## config.mk

```make
export PLATFORM = sky130hd
export DESIGN_NAME = regfile_reader_flat
export DESIGN_NICKNAME = d
export VERILOG_FILES = /design/src/rtl/regfile_reader_if.sv /design/src/rtl/regfile_reader.sv /design/src/flat_wrapper.sv
export SDC_FILE = /design/constraint.sdc
export NUM_CORES = 1
export LEC_CHECK = 0
export CAP_MARGIN = 20
export CORE_MARGIN = 1
export CORE_UTILIZATION = 50
export DETAILED_ROUTE_END_ITERATION = 10
export PLACE_DENSITY = 0.81
export SLEW_MARGIN = 20
export SYNTH_ARGS = -nofsm -noshare
export SYNTH_HDL_FRONTEND = slang
export SYNTH_SLANG_ARGS = --single-unit
```

## constraint.sdc

```tcl
create_clock -name clk -period 2.8 [get_ports clk]
set_input_delay 0.56 -clock clk [delete_from_list [all_inputs] [get_ports clk]]
set_output_delay 0.56 -clock clk [all_outputs]
set_load 0.05 [all_outputs]
```

## src/rtl/regfile_reader_if.sv

```systemverilog
// Register-file dump bus: request (start/base/count), read port, output stream, status.
// Latency: none (signal bundle only).
// Backpressure: out_ready from the sink stalls the stream; start is sampled only when idle.
//
// Ports: master = regfile_reader (drives rAddr, stream outputs and status),
//        slave  = environment (drives request, rData and out_ready).
interface regfile_reader_if #(
    parameter int ADDR_W = 6,
    parameter int DATA_W = 32
);
    logic              start;
    logic [ADDR_W-1:0] base;
    logic [ADDR_W:0]   count;
    logic [ADDR_W-1:0] rAddr;
    logic [DATA_W-1:0] rData;
    logic [DATA_W-1:0] out_data;
    logic              out_valid;
    logic              out_ready;
    logic              out_last;
    logic              busy;
    logic              done;
    logic [DATA_W-1:0] sum;

    modport master (
        input  start, base, count, rData, out_ready,
        output rAddr, out_data, out_valid, out_last, busy, done, sum
    );

    modport slave (
        output start, base, count, rData, out_ready,
        input  rAddr, out_data, out_valid, out_last, busy, done, sum
    );
endinterface

```

## src/rtl/regfile_reader.sv

```systemverilog
// Streams count words from a register file starting at base, keeping a running checksum.
// Latency: first word valid 2 edges after start; one word per 2 cycles with ready held high.
// Backpressure: out_data/out_valid/out_last held until out_ready; no read advances while stalled.
//
// Ports: clk, rst_n (async active-low); bus (regfile_reader_if.master) carries the request,
//        register-file read port, output stream, busy/done status and checksum.
module regfile_reader #(
    parameter int ADDR_W = 6,
    parameter int DATA_W = 32
) (
    input  logic             clk,
    input  logic             rst_n,
    regfile_reader_if.master bus
);
    typedef enum logic [1:0] {
        IDLE = 2'd0,
        READ = 2'd1,
        SEND = 2'd2,
        DONE = 2'd3
    } state_t;

    localparam logic [ADDR_W-1:0] ADDR_ONE = {{(ADDR_W-1){1'b0}}, 1'b1};
    localparam logic [ADDR_W:0]   REM_ONE  = {{ADDR_W{1'b0}}, 1'b1};

    state_t            state;
    logic [ADDR_W-1:0] addr_q;      // doubles as the read address driven to the register file
    logic [ADDR_W:0]   remaining;   // one wider than the address so a full 64-word dump fits
    logic [DATA_W-1:0] out_data_q;
    logic              out_valid_q;
    logic              out_last_q;
    logic              busy_q;
    logic              done_q;
    logic [DATA_W-1:0] sum_q;

    assign bus.rAddr     = addr_q;
    assign bus.out_data  = out_data_q;
    assign bus.out_valid = out_valid_q;
    assign bus.out_last  = out_last_q;
    assign bus.busy      = busy_q;
    assign bus.done      = done_q;
    assign bus.sum       = sum_q;

    always_ff @(posedge clk or negedge rst_n) begin
        if (!rst_n) begin
            state       <= IDLE;
            addr_q      <= '0;
            remaining   <= '0;
            out_data_q  <= '0;
            out_valid_q <= 1'b0;
            out_last_q  <= 1'b0;
            busy_q      <= 1'b0;
            done_q      <= 1'b0;
            sum_q       <= '0;
        end else begin
            done_q <= 1'b0;
            case (state)
                IDLE: begin
                    if (bus.start) begin
                        sum_q  <= '0;
                        busy_q <= 1'b1;
                        if (bus.count != '0) begin
                            addr_q    <= bus.base;
                            remaining <= bus.count;
                            state     <= READ;
                        end else begin
                            // Empty dump: straight to completion, no word emitted.
                            done_q <= 1'b1;
                            state  <= DONE;
                        end
                    end
                end
                READ: begin
                    out_data_q  <= bus.rData;
                    out_valid_q <= 1'b1;
                    out_last_q  <= (remaining == REM_ONE);
                    state       <= SEND;
                end
                SEND: begin
                    if (bus.out_ready) begin
                        sum_q       <= sum_q + out_data_q;
                        remaining   <= remaining - REM_ONE;
                        out_valid_q <= 1'b0;
                        out_last_q  <= 1'b0;
                        if (remaining == REM_ONE) begin
                            done_q <= 1'b1;
                            state  <= DONE;
                        end else begin
                            addr_q <= addr_q + ADDR_ONE;   // wraps naturally at 2^ADDR_W
                            state  <= READ;
                        end
                    end
                end
                DONE: begin
                    busy_q <= 1'b0;
                    state  <= IDLE;
                end
                default: begin
                    busy_q <= 1'b0;
                    state  <= IDLE;
                end
            endcase
        end
    end
endmodule

```

## src/flat_wrapper.sv

```systemverilog
// flat-port wrapper written by rule: the top's interface ports become plain ports
module regfile_reader_flat 
#(
    parameter int ADDR_W = 6,
    parameter int DATA_W = 32
)
  (clk, rst_n, bus_start, bus_base, bus_count, bus_rData, bus_out_ready, bus_rAddr, bus_out_data, bus_out_valid, bus_out_last, bus_busy, bus_done, bus_sum);
  regfile_reader_if #(.ADDR_W(ADDR_W), .DATA_W(DATA_W)) bus_i ();
  input  logic clk;
  input  logic rst_n;
  input wire logic [$bits(bus_i.start)-1:0] bus_start;
  input wire logic [$bits(bus_i.base)-1:0] bus_base;
  input wire logic [$bits(bus_i.count)-1:0] bus_count;
  input wire logic [$bits(bus_i.rData)-1:0] bus_rData;
  input wire logic [$bits(bus_i.out_ready)-1:0] bus_out_ready;
  output wire logic [$bits(bus_i.rAddr)-1:0] bus_rAddr;
  output wire logic [$bits(bus_i.out_data)-1:0] bus_out_data;
  output wire logic [$bits(bus_i.out_valid)-1:0] bus_out_valid;
  output wire logic [$bits(bus_i.out_last)-1:0] bus_out_last;
  output wire logic [$bits(bus_i.busy)-1:0] bus_busy;
  output wire logic [$bits(bus_i.done)-1:0] bus_done;
  output wire logic [$bits(bus_i.sum)-1:0] bus_sum;
  assign bus_i.start = bus_start;
  assign bus_i.base = bus_base;
  assign bus_i.count = bus_count;
  assign bus_i.rData = bus_rData;
  assign bus_i.out_ready = bus_out_ready;
  assign bus_rAddr = bus_i.rAddr;
  assign bus_out_data = bus_i.out_data;
  assign bus_out_valid = bus_i.out_valid;
  assign bus_out_last = bus_i.out_last;
  assign bus_busy = bus_i.busy;
  assign bus_done = bus_i.done;
  assign bus_sum = bus_i.sum;
  regfile_reader #(.ADDR_W(ADDR_W), .DATA_W(DATA_W)) u_core (.clk(clk), .rst_n(rst_n), .bus(bus_i));
endmodule
```

==> reports/results.ini <==
[route]
drt_first_pass_iters = 4
wire_per_inst_um = 16.1
drtAntennaViolNets = 0
via_per_inst = 5.64
routed_wl_um = 12200
drc = 0
vias = 4290
drt_iter0_drc = 135

[die]
die-area_um2 = 10300
start_util_pct = 52.7
die_h_um = 102
die-width_um = 102
fp.coreArea_um2 = 9420
ios = 123
core.rowCount = 35

[grt]
grt_max_degree = 37
grt_pass1_wl_um = 20200
track_usage_pct = 25.1
gr-total-overflow = 0
grt_pass1_vias = 4305
grt_antenna_before_repair = 0

[power_and_ir_drop]
ir_drop_mv = 0.844
p_per_area_nw_per_um2 = 1410
p_leak_uw = 0.00289

[clock_network]
clock_latency_ps = 360
cts_tree = yes
clk_pin_slew_ps = 90
cts_max_path_buffers = 2
cts-root-buf = clkbuf_8
holdBufCountCts = 0
numCtsBuffers = 9
cts_sinks = 83
h-tree-depth = 3

[final_layout]
layout.nets = 712
num_antenna_cells = 0
syn_to_final_growth_pct = 34.2
layout.cells.non_filler = 761
fillers = 698
drive_above_1_share_pct = 15.2
post-route-util_pct = 70.8
multi_input_area_um2 = 2830
regArea_um2 = 2080

[setup_path]
reg2reg_slack_ps = 90
path_buf_inv = 1
slowest_delay_ps = 390
r2r.worst_path.cells = 12
critPathCaptureType = flop
path_class = flop to flop
cp_top_family = compound AO/OA/AOI/OAI gates
cp.required_ps = 3050
cp.arrival_ps = 2960
critical_path.endpoint = u_core.bus.sum[30]
worst-path-max-fanout = 3
r2r-end = u_core.bus.sum[30]
critPathLaunchType = flop
startpoint = u_core.bus.out_data[0]
cp_cell_sequence = ha_4 > inv_2 > fa_2 > and2b_2 > o31ai_4 > a21boi_2 > o21ai_2 > a311oi_4 > a31oi_4 > o31ai_4 > mux2i_1 > nand2_1
path_depth = 12
crit_top_cell = o31ai_4
reg2reg_from = u_core.bus.out_data[0]
slowest_stage = dfrtp_2

[logic_synthesis]
ys_seq_area_share_pct = 41.8
yosys-top-cells-area = dfrtp_1 42%, ha_1 8.6%, mux2_2 7.0%, nand2_1 4.7%, a21oi_1 4.0%
yosys.cell_types.count = 58
synth-edff-count = 0
netlist.top_cell.by_area = dfrtp_1
syn_area_um2 = 4960
async_reset_ff_share_pct = 100
yosys-top-cells-count = 83 x dfrtp_1, 62 x nand2_1, 40 x a21oi_1, 40 x o21ai_0, 34 x ha_1
yosysTopAreaCellShare_pct = 41.8
syn_nets = 583
netlist_instances = 499
synth.most_common_cell = dfrtp_1
yosys_most_used_dff = dfrtp_1
syn_avg_cell_area_um2 = 9.95
synth-seq-cells = 83
ys_warn_count = 0

[timing]
grt_setup_unrepaired = yes
min_period_ps = 2710
worst_hold_slack_ps = 152
fmax_mhz = 369
tightest_slew_ps = 712
setup_tns_ps = 0
finalCritPeriodShare_pct = 96.8
setup_viol = 0
slew_headroom_pct = 52.6
drv_slew = 0
skew_ps = 13.1
hold_viol = 0

[placement]
dpl.cell_count = 743
gp_congestion = 0.860
dp_hpwl_um = 8830
io_buffers = 122

[min_path]
hold_class = input port to asynchronous set/reset pin

[outcome]
status = complete, no violations

[flow_run]
maxCapViolCount = 0

## registers in the layout, indices dropped and copies added (netlist names)
register	flops
u_core.bus.out_data	32
u_core.bus.sum	32
u_core.remaining	7
u_core.bus.rAddr	6
u_core.state	2
u_core.bus.busy	1
u_core.bus.done	1
u_core.bus.out_last	1
u_core.bus.out_valid	1
## stage by stage
stage / setup WS (ps) / total power (µW) / area [µm²]
CTS: 48.2 / 9290 / 6610
global placement: 108 / 8120 / 6400
detailed placement: 48.9 / 8290 / 6400
floorplan: 15.7 / 6550 / 4980
finish: 90.1 / 9370 / 6660
global route: -75.7 / 9970 / 6660
## logic make-up after synthesis
| logic type | count (synthesis) | synth area share (%) |
|---|---|---|
| adders and majority gates | 35 | 8.97 |
| DFF | 83 | 41.8 |
| and+or+nand+nor | 133 | 12.3 |
| buffers and inverters | 28 | 2.17 |
| xor gates and xnor gates | 24 | 4.23 |
| AOI/OAI and AO/OA | 160 | 22.4 |
| muxes | 36 | 8.04 |
## how the worst min path moves through the flow
stage / end / slack, ps / cells past startpoint / from
detailed placement: u_core.bus.out_valid / 470 / 1 / u_core.bus.out_valid
CTS: u_core.bus.out_data[15] / 170 / 1 / rst_n
floorplan: u_core.bus.busy / 260 / 0 / rst_n
global route: u_core.bus.out_data[15] / 190 / 1 / rst_n
global placement: u_core.bus.out_valid / 470 / 1 / u_core.bus.out_valid
finish: u_core.bus.out_data[15] / 150 / 1 / rst_n
## cells in the final DEF (no fill, tap or decap), types with 4 or more instances in the layout
| master | n |
|---|---|
| a211oi_1 | 4 |
| a21o_1 | 17 |
| a21oi_1 | 38 |
| a21oi_2 | 4 |
| and3_1 | 5 |
| buf_4 | 14 |
| clkbuf_8 | 10 |
| clkdlybuf4s50_1 | 121 |
| dfrtp_1 | 79 |
| dfrtp_2 | 4 |
| ha_1 | 33 |
| inv_1 | 9 |
| mux2_2 | 31 |
| mux2i_1 | 5 |
| nand2_1 | 62 |
| nand2b_1 | 7 |
| nand3_1 | 7 |
| nand4_1 | 5 |
| nor2_1 | 22 |
| nor2b_1 | 5 |
| nor3_1 | 7 |
| o21ai_0 | 40 |
| o21ai_1 | 9 |
| o22ai_1 | 4 |
| xnor2_1 | 13 |
| xor2_1 | 11 |
## layer usage
layer / GRT usage, % / vias up / part of all wire (%)
met5: 0 / - / 0
met4: 9.03 / 0 / 1.4
met3: 5.24 / 15 / 6.0
met2: 41.5 / 121 / 48
met1: 32.5 / 2083 / 44
li1: - / 2071 / -
## timing repair
action	4_1_cts	5_1_grt
endpoints found under the hold margin	0	0
cloned	0	0
buffers inserted	0	3
setup endpoints to repair	1	7
pin swaps	1	2
gates resized for setup	0	6
## report_power, final
| group | internal [µW] | total, µW | leakage, µW | switching, µW |
|---|---|---|---|---|
| combinational | 2420 | 6180 | 0.00176 | 3770 |
| sequential | 1720 | 2210 | 0.00102 | 485 |
| clock | 523 | 978 | 0.000102 | 455 |
## final cells by class
class	count	area share [%]
well taps	129	2.42
multi-input cells	388	42.4
flip-flops and latches	83	31.3
repair buffers	136	20.1
clock inverters	4	1.13
inverters	10	0.563
clock buffers	11	2.12
No activity file was read; power rests on OpenSTA's default activity.
